File: src/rtl/zoom_engine.sv
// Scaling engine: walks every destination pixel and fetches one or four
// source samples for it. Then it writes the copied, zoomed, decimated or
// block-averaged result into the destination frame buffer.
module zoom_engine #(
  parameter int SRC_W  = 320,
  parameter int SRC_H  = 240,
  parameter int DST_W  = 320,
  parameter int DST_H  = 240,
  parameter int PIX_W  = 8,
  parameter int ADDR_W = 17
) (
  input  logic              clock,
  input  logic              reset,
  input  logic              start,
  input  logic [2:0]        ch,
  input  logic [9:0]        x,
  input  logic [9:0]        y,
  output logic              busy,
  output logic              zoom_done,
  output logic              err,
  output logic              src_rd,
  output logic [ADDR_W-1:0] src_addr,
  input  logic [PIX_W-1:0]  src_data,
  output logic              dst_we,
  output logic [ADDR_W-1:0] dst_addr,
  output logic [PIX_W-1:0]  dst_data
);

  typedef enum logic [2:0] {
    S_IDLE, S_ISSUE, S_WRITE, S_AREAD, S_AWRITE, S_DONE
  } state_t;

  state_t            state;
  logic [2:0]        ch_q;
  logic [11:0]       x_q, y_q;
  logic [11:0]       i_q, j_q;
  logic [1:0]        sub_q;
  logic [PIX_W+1:0]  acc_q;
  logic              vld_p1;
  logic              err_q;

  logic [11:0]       sx, sy;
  logic              in_range;
  logic [PIX_W-1:0]  sample;
  logic [PIX_W+1:0]  sum;
  logic              last_col, last_row;
  logic [11:0]       i_nxt, j_nxt;

  // Source coordinate of the current destination pixel / sub-sample.
  always_comb begin
    sx = '0;
    sy = '0;
    case (ch_q)
      3'b000:  begin sx = x_q + i_q;        sy = y_q + j_q;        end
      3'b001:  begin sx = x_q + (i_q >> 1); sy = y_q + (j_q >> 1); end
      3'b010:  begin sx = x_q + (i_q >> 2); sy = y_q + (j_q >> 2); end
      3'b011:  begin sx = x_q + (i_q << 1); sy = y_q + (j_q << 1); end
      3'b100:  begin
        sx = x_q + (i_q << 1) + {11'b0, sub_q[0]};
        sy = y_q + (j_q << 1) + {11'b0, sub_q[1]};
      end
      default: begin sx = '0; sy = '0; end
    endcase
  end

  // Strobes and buses, decoded from state and registered counters only.
  always_comb begin
    in_range = (sx < 12'(SRC_W)) && (sy < 12'(SRC_H));
    src_rd   = ((state == S_ISSUE) || (state == S_AREAD)) && in_range;
    src_addr = src_rd ? (ADDR_W'(sy) * ADDR_W'(SRC_W) + ADDR_W'(sx)) : '0;
    // A sample that was never read (out of range) contributes zero.
    sample   = vld_p1 ? src_data : '0;
    sum      = acc_q + {2'b00, sample};
    dst_we   = (state == S_WRITE) || (state == S_AWRITE);
    dst_addr = dst_we ? (ADDR_W'(j_q) * ADDR_W'(DST_W) + ADDR_W'(i_q)) : '0;
    if (state == S_WRITE)
      dst_data = sample;
    else if (state == S_AWRITE)
      dst_data = sum[PIX_W+1:2];
    else
      dst_data = '0;
    busy      = (state != S_IDLE) && (state != S_DONE);
    zoom_done = (state == S_DONE);
    err       = (state == S_DONE) && err_q;
  end

  // Raster-order advance of the destination pixel counters.
  always_comb begin
    last_col = (i_q == 12'(DST_W - 1));
    last_row = (j_q == 12'(DST_H - 1));
    i_nxt    = last_col ? 12'd0 : i_q + 12'd1;
    if (!last_col)
      j_nxt = j_q;
    else if (last_row)
      j_nxt = 12'd0;
    else
      j_nxt = j_q + 12'd1;
  end

  // Command FSM, counters and the block-average accumulator.
  always_ff @(posedge clock or negedge reset) begin
    if (!reset) begin
      state  <= S_IDLE;
      ch_q   <= '0;
      x_q    <= '0;
      y_q    <= '0;
      i_q    <= '0;
      j_q    <= '0;
      sub_q  <= '0;
      acc_q  <= '0;
      vld_p1 <= 1'b0;
      err_q  <= 1'b0;
    end else begin
      // Read data returns one cycle after the strobe.
      vld_p1 <= src_rd;
      case (state)
        S_IDLE: begin
          if (start) begin
            ch_q  <= ch;
            x_q   <= {2'b00, x};
            y_q   <= {2'b00, y};
            i_q   <= '0;
            j_q   <= '0;
            sub_q <= '0;
            acc_q <= '0;
            if (ch > 3'b100) begin
              err_q <= 1'b1;
              state <= S_DONE;
            end else begin
              err_q <= 1'b0;
              state <= (ch == 3'b100) ? S_AREAD : S_ISSUE;
            end
          end
        end
        S_ISSUE: state <= S_WRITE;
        S_WRITE: begin
          i_q   <= i_nxt;
          j_q   <= j_nxt;
          state <= (last_col && last_row) ? S_DONE : S_ISSUE;
        end
        S_AREAD: begin
          sub_q <= sub_q + 2'd1;
          // Sub-sample 0 starts a fresh sum; later ones add the previous sample.
          acc_q <= (sub_q == 2'd0) ? '0 : sum;
          if (sub_q == 2'd3)
            state <= S_AWRITE;
        end
        S_AWRITE: begin
          i_q   <= i_nxt;
          j_q   <= j_nxt;
          state <= (last_col && last_row) ? S_DONE : S_AREAD;
        end
        S_DONE:  state <= S_IDLE;
        default: state <= S_IDLE;
      endcase
    end
  end

endmodule

File: config.mk
export PLATFORM = sky130hd
export DESIGN_NAME = zoom_engine
export DESIGN_NICKNAME = d
export VERILOG_FILES = /design/src/rtl/zoom_engine.sv
export SDC_FILE = /design/constraint.sdc
export NUM_CORES = 1
export LEC_CHECK = 0
export ABC_CLOCK_PERIOD_IN_PS = 9400
export CORE_ASPECT_RATIO = 1.1
export CORE_UTILIZATION = 55
export CTS_CLUSTER_DIAMETER = 120
export DETAILED_ROUTE_END_ITERATION = 6
export PLACE_DENSITY = 0.87
export SKIP_CTS_REPAIR_TIMING = 1
export SLEW_MARGIN = 20
export SYNTH_ARGS = -nofsm -noshare
export SYNTH_HDL_FRONTEND = slang
export SYNTH_SLANG_ARGS = --single-unit
export TNS_END_PERCENT = 5
File: constraint.sdc
create_clock -name clock -period 9.4 [get_ports clock]
set_clock_uncertainty 0.2 [all_clocks]
set_input_delay 1.88 -clock clock [delete_from_list [all_inputs] [get_ports clock]]
set_output_delay 1.88 -clock clock [all_outputs]
set_load 0.01 [all_outputs]
==> results.json <==
{
  "tightest_slew_ps": 966,
  "maxCapViolCount": 0,
  "cts.sinks": 64,
  "start_util_pct": 56.8,
  "end_kind": "output port",
  "grt-ovfl-total": 0,
  "fin_crit_ps": 8470,
  "p_total_w": 0.00341,
  "layout_commonest_cell": "ha_1",
  "grt_max_degree": 65,
  "drt-initial-drc-count": 690,
  "syn_inst": 1088,
  "pin_count": 81,
  "synthTopCellsByArea": "dfrtp_1 (18%), ha_1 (16%), xnor2_1 (5.6%)",
  "antenna_found_initial": 0,
  "crit_path_start": "ch_q[0]$_DFFE_PN0P_",
  "antennaDiodeCount": 0,
  "fin_setup_tns_ps": 0,
  "gp_congestion": 0.947,
  "crit_type": "flip-flop to output port",
  "irDropWorstVdd_mv": 0.207,
  "power_density_nw_per_um2": 332,
  "ys_seq_area_share_pct": 17.8,
  "synth_edf_count": 0,
  "finalSetupViolCount": 0,
  "ys_seq_elements": 64,
  "synth_warnings": 0,
  "die_area_um2": 16900,
  "die_w_um": 124,
  "cts_inserted_buffers": 9,
  "crit_slowest_cell": "dfrtp_1",
  "drtPass1Iterations": 5,
  "cp.depth": 22,
  "final_util_pct": 64.8,
  "hold_path_depth": 1,
  "syn_nets": 1251,
  "final_antenna_net_count": 0,
  "place_hpwl_um": 18900,
  "vias": 8689,
  "rr_worst_depth": 12,
  "cts.clk_slew.worst_paths_ps": 60,
  "cp.required_ps": 7320,
  "synth_cell_types": 85,
  "rsz0062_at_grt": "no",
  "yosysTopAreaCell": "dfrtp_1",
  "die_h_um": 136,
  "grt_pass1_wl_um": 40600,
  "grt_usage_pct": 30.3,
  "tritoncts": "done",
  "slew_headroom_pct": 35.1,
  "cp-start-kind": "flip-flop",
  "regToRegSetupSlack_ps": 4090,
  "cts_root_buf": "clkbuf_16",
  "r2r_end": "vld_p1$_DFF_PN0_",
  "cpLargestDelayFamily": "compound AO/OA/AOI/OAI gates",
  "async_flop_share_pct": 100,
  "clk_path_buf_depth": 2,
  "leakage_nw": 4.61,
  "nNetsFinal": 1306,
  "worstPathArrival_ps": 6390,
  "routed_via_density": 6.45,
  "core_area_um2": 15900,
  "hold_viol_final": 0,
  "clkLatencyLatePin_ps": 330,
  "status": "complete, no violations",
  "portBuffers": 80,
  "drv_slew": 0,
  "period_share_pct": 90.1,
  "path_common_cell": "a21oi_1",
  "yosys.area.top_type_share_pct": 17.8,
  "avgSynthCellArea_um2": 8.27,
  "syn2layout_area_growth_pct": 14.2,
  "synth-main-ff-cell": "dfrtp_1",
  "critPathBufInv": 1,
  "grt_pass1_vias": 8324,
  "rows": 48,
  "hp-class": "flip-flop to flip-flop",
  "post-route-drc-count": 0,
  "cp_max_fo": 23,
  "slowest_delay_ps": 630,
  "synth_area_um2": 9000,
  "reg2reg_from": "ch_q[0]$_DFFE_PN0P_",
  "wirelength_um": 24600,
  "endpoint": "src_addr[16]",
  "fmax_mhz": 118,
  "crit_path_cell_trace": "and2_2 > mux2_2 > ha_1 > fa_1 > a211oi_1 > o21bai_1 > a21oi_1 > xnor2_1 > a22oi_1 > o211ai_1 > ha_1 > fa_1 > a21o_1 > a21oi_1 > o21bai_1 > a21oi_1 > nor3_1 > nand2_1 > xor3_1 > xnor2_1 > nor4_1 > clkdlybuf4s50_1",
  "cts_max_level": 3,
  "avgRoutedWirePerCell_um": 18.2,
  "final_cell_mix": "ha_1 (118), o21ai_0 (84), clkdlybuf4s50_1 (79)",
  "drive_gt1_share_pct": 8.36
}
==> layer usage <==
metal | wire (um) | GRT usage, % | up-vias
met5 | 0 | 0 | -
met4 | 627 | 10.6 | 0
met3 | 1860 | 3.69 | 57
met2 | 11500 | 50.3 | 373
met1 | 10600 | 40.4 | 4085
li1 | - | - | 4174
==> state kept, by name (all words and copies together) (netlist names) <==
name / cells
sub_q: 2
vld_p1: 1
x_q: 10
j_q: 12
i_q: 12
ch_q: 3
y_q: 10
state: 3
acc_q: 10
err_q: 1
==> power breakdown <==
part,switching [W],internal (W)
clock,0.000131,0.000268
combinational,0.00141,0.00107
sequential,0.000172,0.000361
total,0.00171,0.00170
==> cell type report <==
| cell class | count | area [um^2] |
|---|---|---|
| multi-input cells | 932 | 7040 |
| fillers | 1357 | 5580 |
| flip-flops and latches | 64 | 1600 |
| repair buffers | 88 | 856 |
| well taps | 200 | 250 |
| clock buffers | 10 | 239 |
| inverters | 48 | 180 |
| clock inverters | 6 | 115 |
==> how the worst min path moves through the flow <==
| stage | start | end | slack [ps] |
|---|---|---|---|
| 6_report | acc_q[0]$_DFFE_PN0P_ | acc_q[0]$_DFFE_PN0P_ | 310 |
| 5_1_grt | acc_q[2]$_DFFE_PN0P_ | acc_q[2]$_DFFE_PN0P_ | 330 |
| 3_5_place_dp | acc_q[7]$_DFFE_PN0P_ | acc_q[7]$_DFFE_PN0P_ | 290 |
| 4_1_cts | acc_q[7]$_DFFE_PN0P_ | acc_q[7]$_DFFE_PN0P_ | 300 |
| 2_1_floorplan | acc_q[7]$_DFFE_PN0P_ | acc_q[7]$_DFFE_PN0P_ | 260 |
| 3_3_place_gp | acc_q[7]$_DFFE_PN0P_ | acc_q[7]$_DFFE_PN0P_ | 270 |
==> logic make-up (layout without fill, tap and decap cells) <==
group	Yosys count	after routing	synth area share, %
xor+xnor	96	96	9.51
flops	64	64	17.8
compound gates	331	331	24.8
mux	41	41	5.09
simple gates	335	335	19.9
fa+ha+maj	129	129	18.9
buf+inv	92	152	4.09
==> worst register-to-register path, cell delays in order, from the launching register on <==
cell and delay [ps]:
dfrtp_1 630, and2_2 610, mux2_2 420, ha_1 310, a21o_1 230, a31o_2 260, nor2_1 220, o21ai_0 130
a2111oi_0 450, o2111ai_1 300, a211oi_1 440, nand3b_4 290, nor3_1 640
==> through the flow <==
step	hold WS, ps	setup WS [ps]	cells	area, um^2
floorplan	256	1570	1088	9000
global placement	271	1210	1332	9920
detailed placement	292	1080	1332	9920
CTS	305	687	1348	10300
global route	326	314	1348	10300
finish	310	929	1348	10300
==> synthesized netlist by cell type (5+ instances only) <==
cell type    n
a21oi_1     61
inv_1       48
a221oi_1     9
fa_1        11
a22oi_1     13
a211oi_1    18
a21o_1      30
nor4_2       6
nand2b_1    11
o21bai_1    15
a31oi_1      6
ha_1       118
o211ai_1    10
mux2_2      38
o21ai_0     84
o22ai_1      6
nor3_1      23
xor2_1      37
nor2_1      73
dfrtp_1     64
o32ai_1      5
clkbuf_1    35
nor3b_1      8
nor4_1      15
nand3b_1     6
a211o_1      6
nand4_1      9
o21a_1      11
a22o_1      10
o31ai_1      8
nor2b_1     16
and3_1      22
nand3_1     28
nand2_1     71
or2_2        8
xnor2_1     58
and2_1      18
Power figures use the tool's default switching activity.
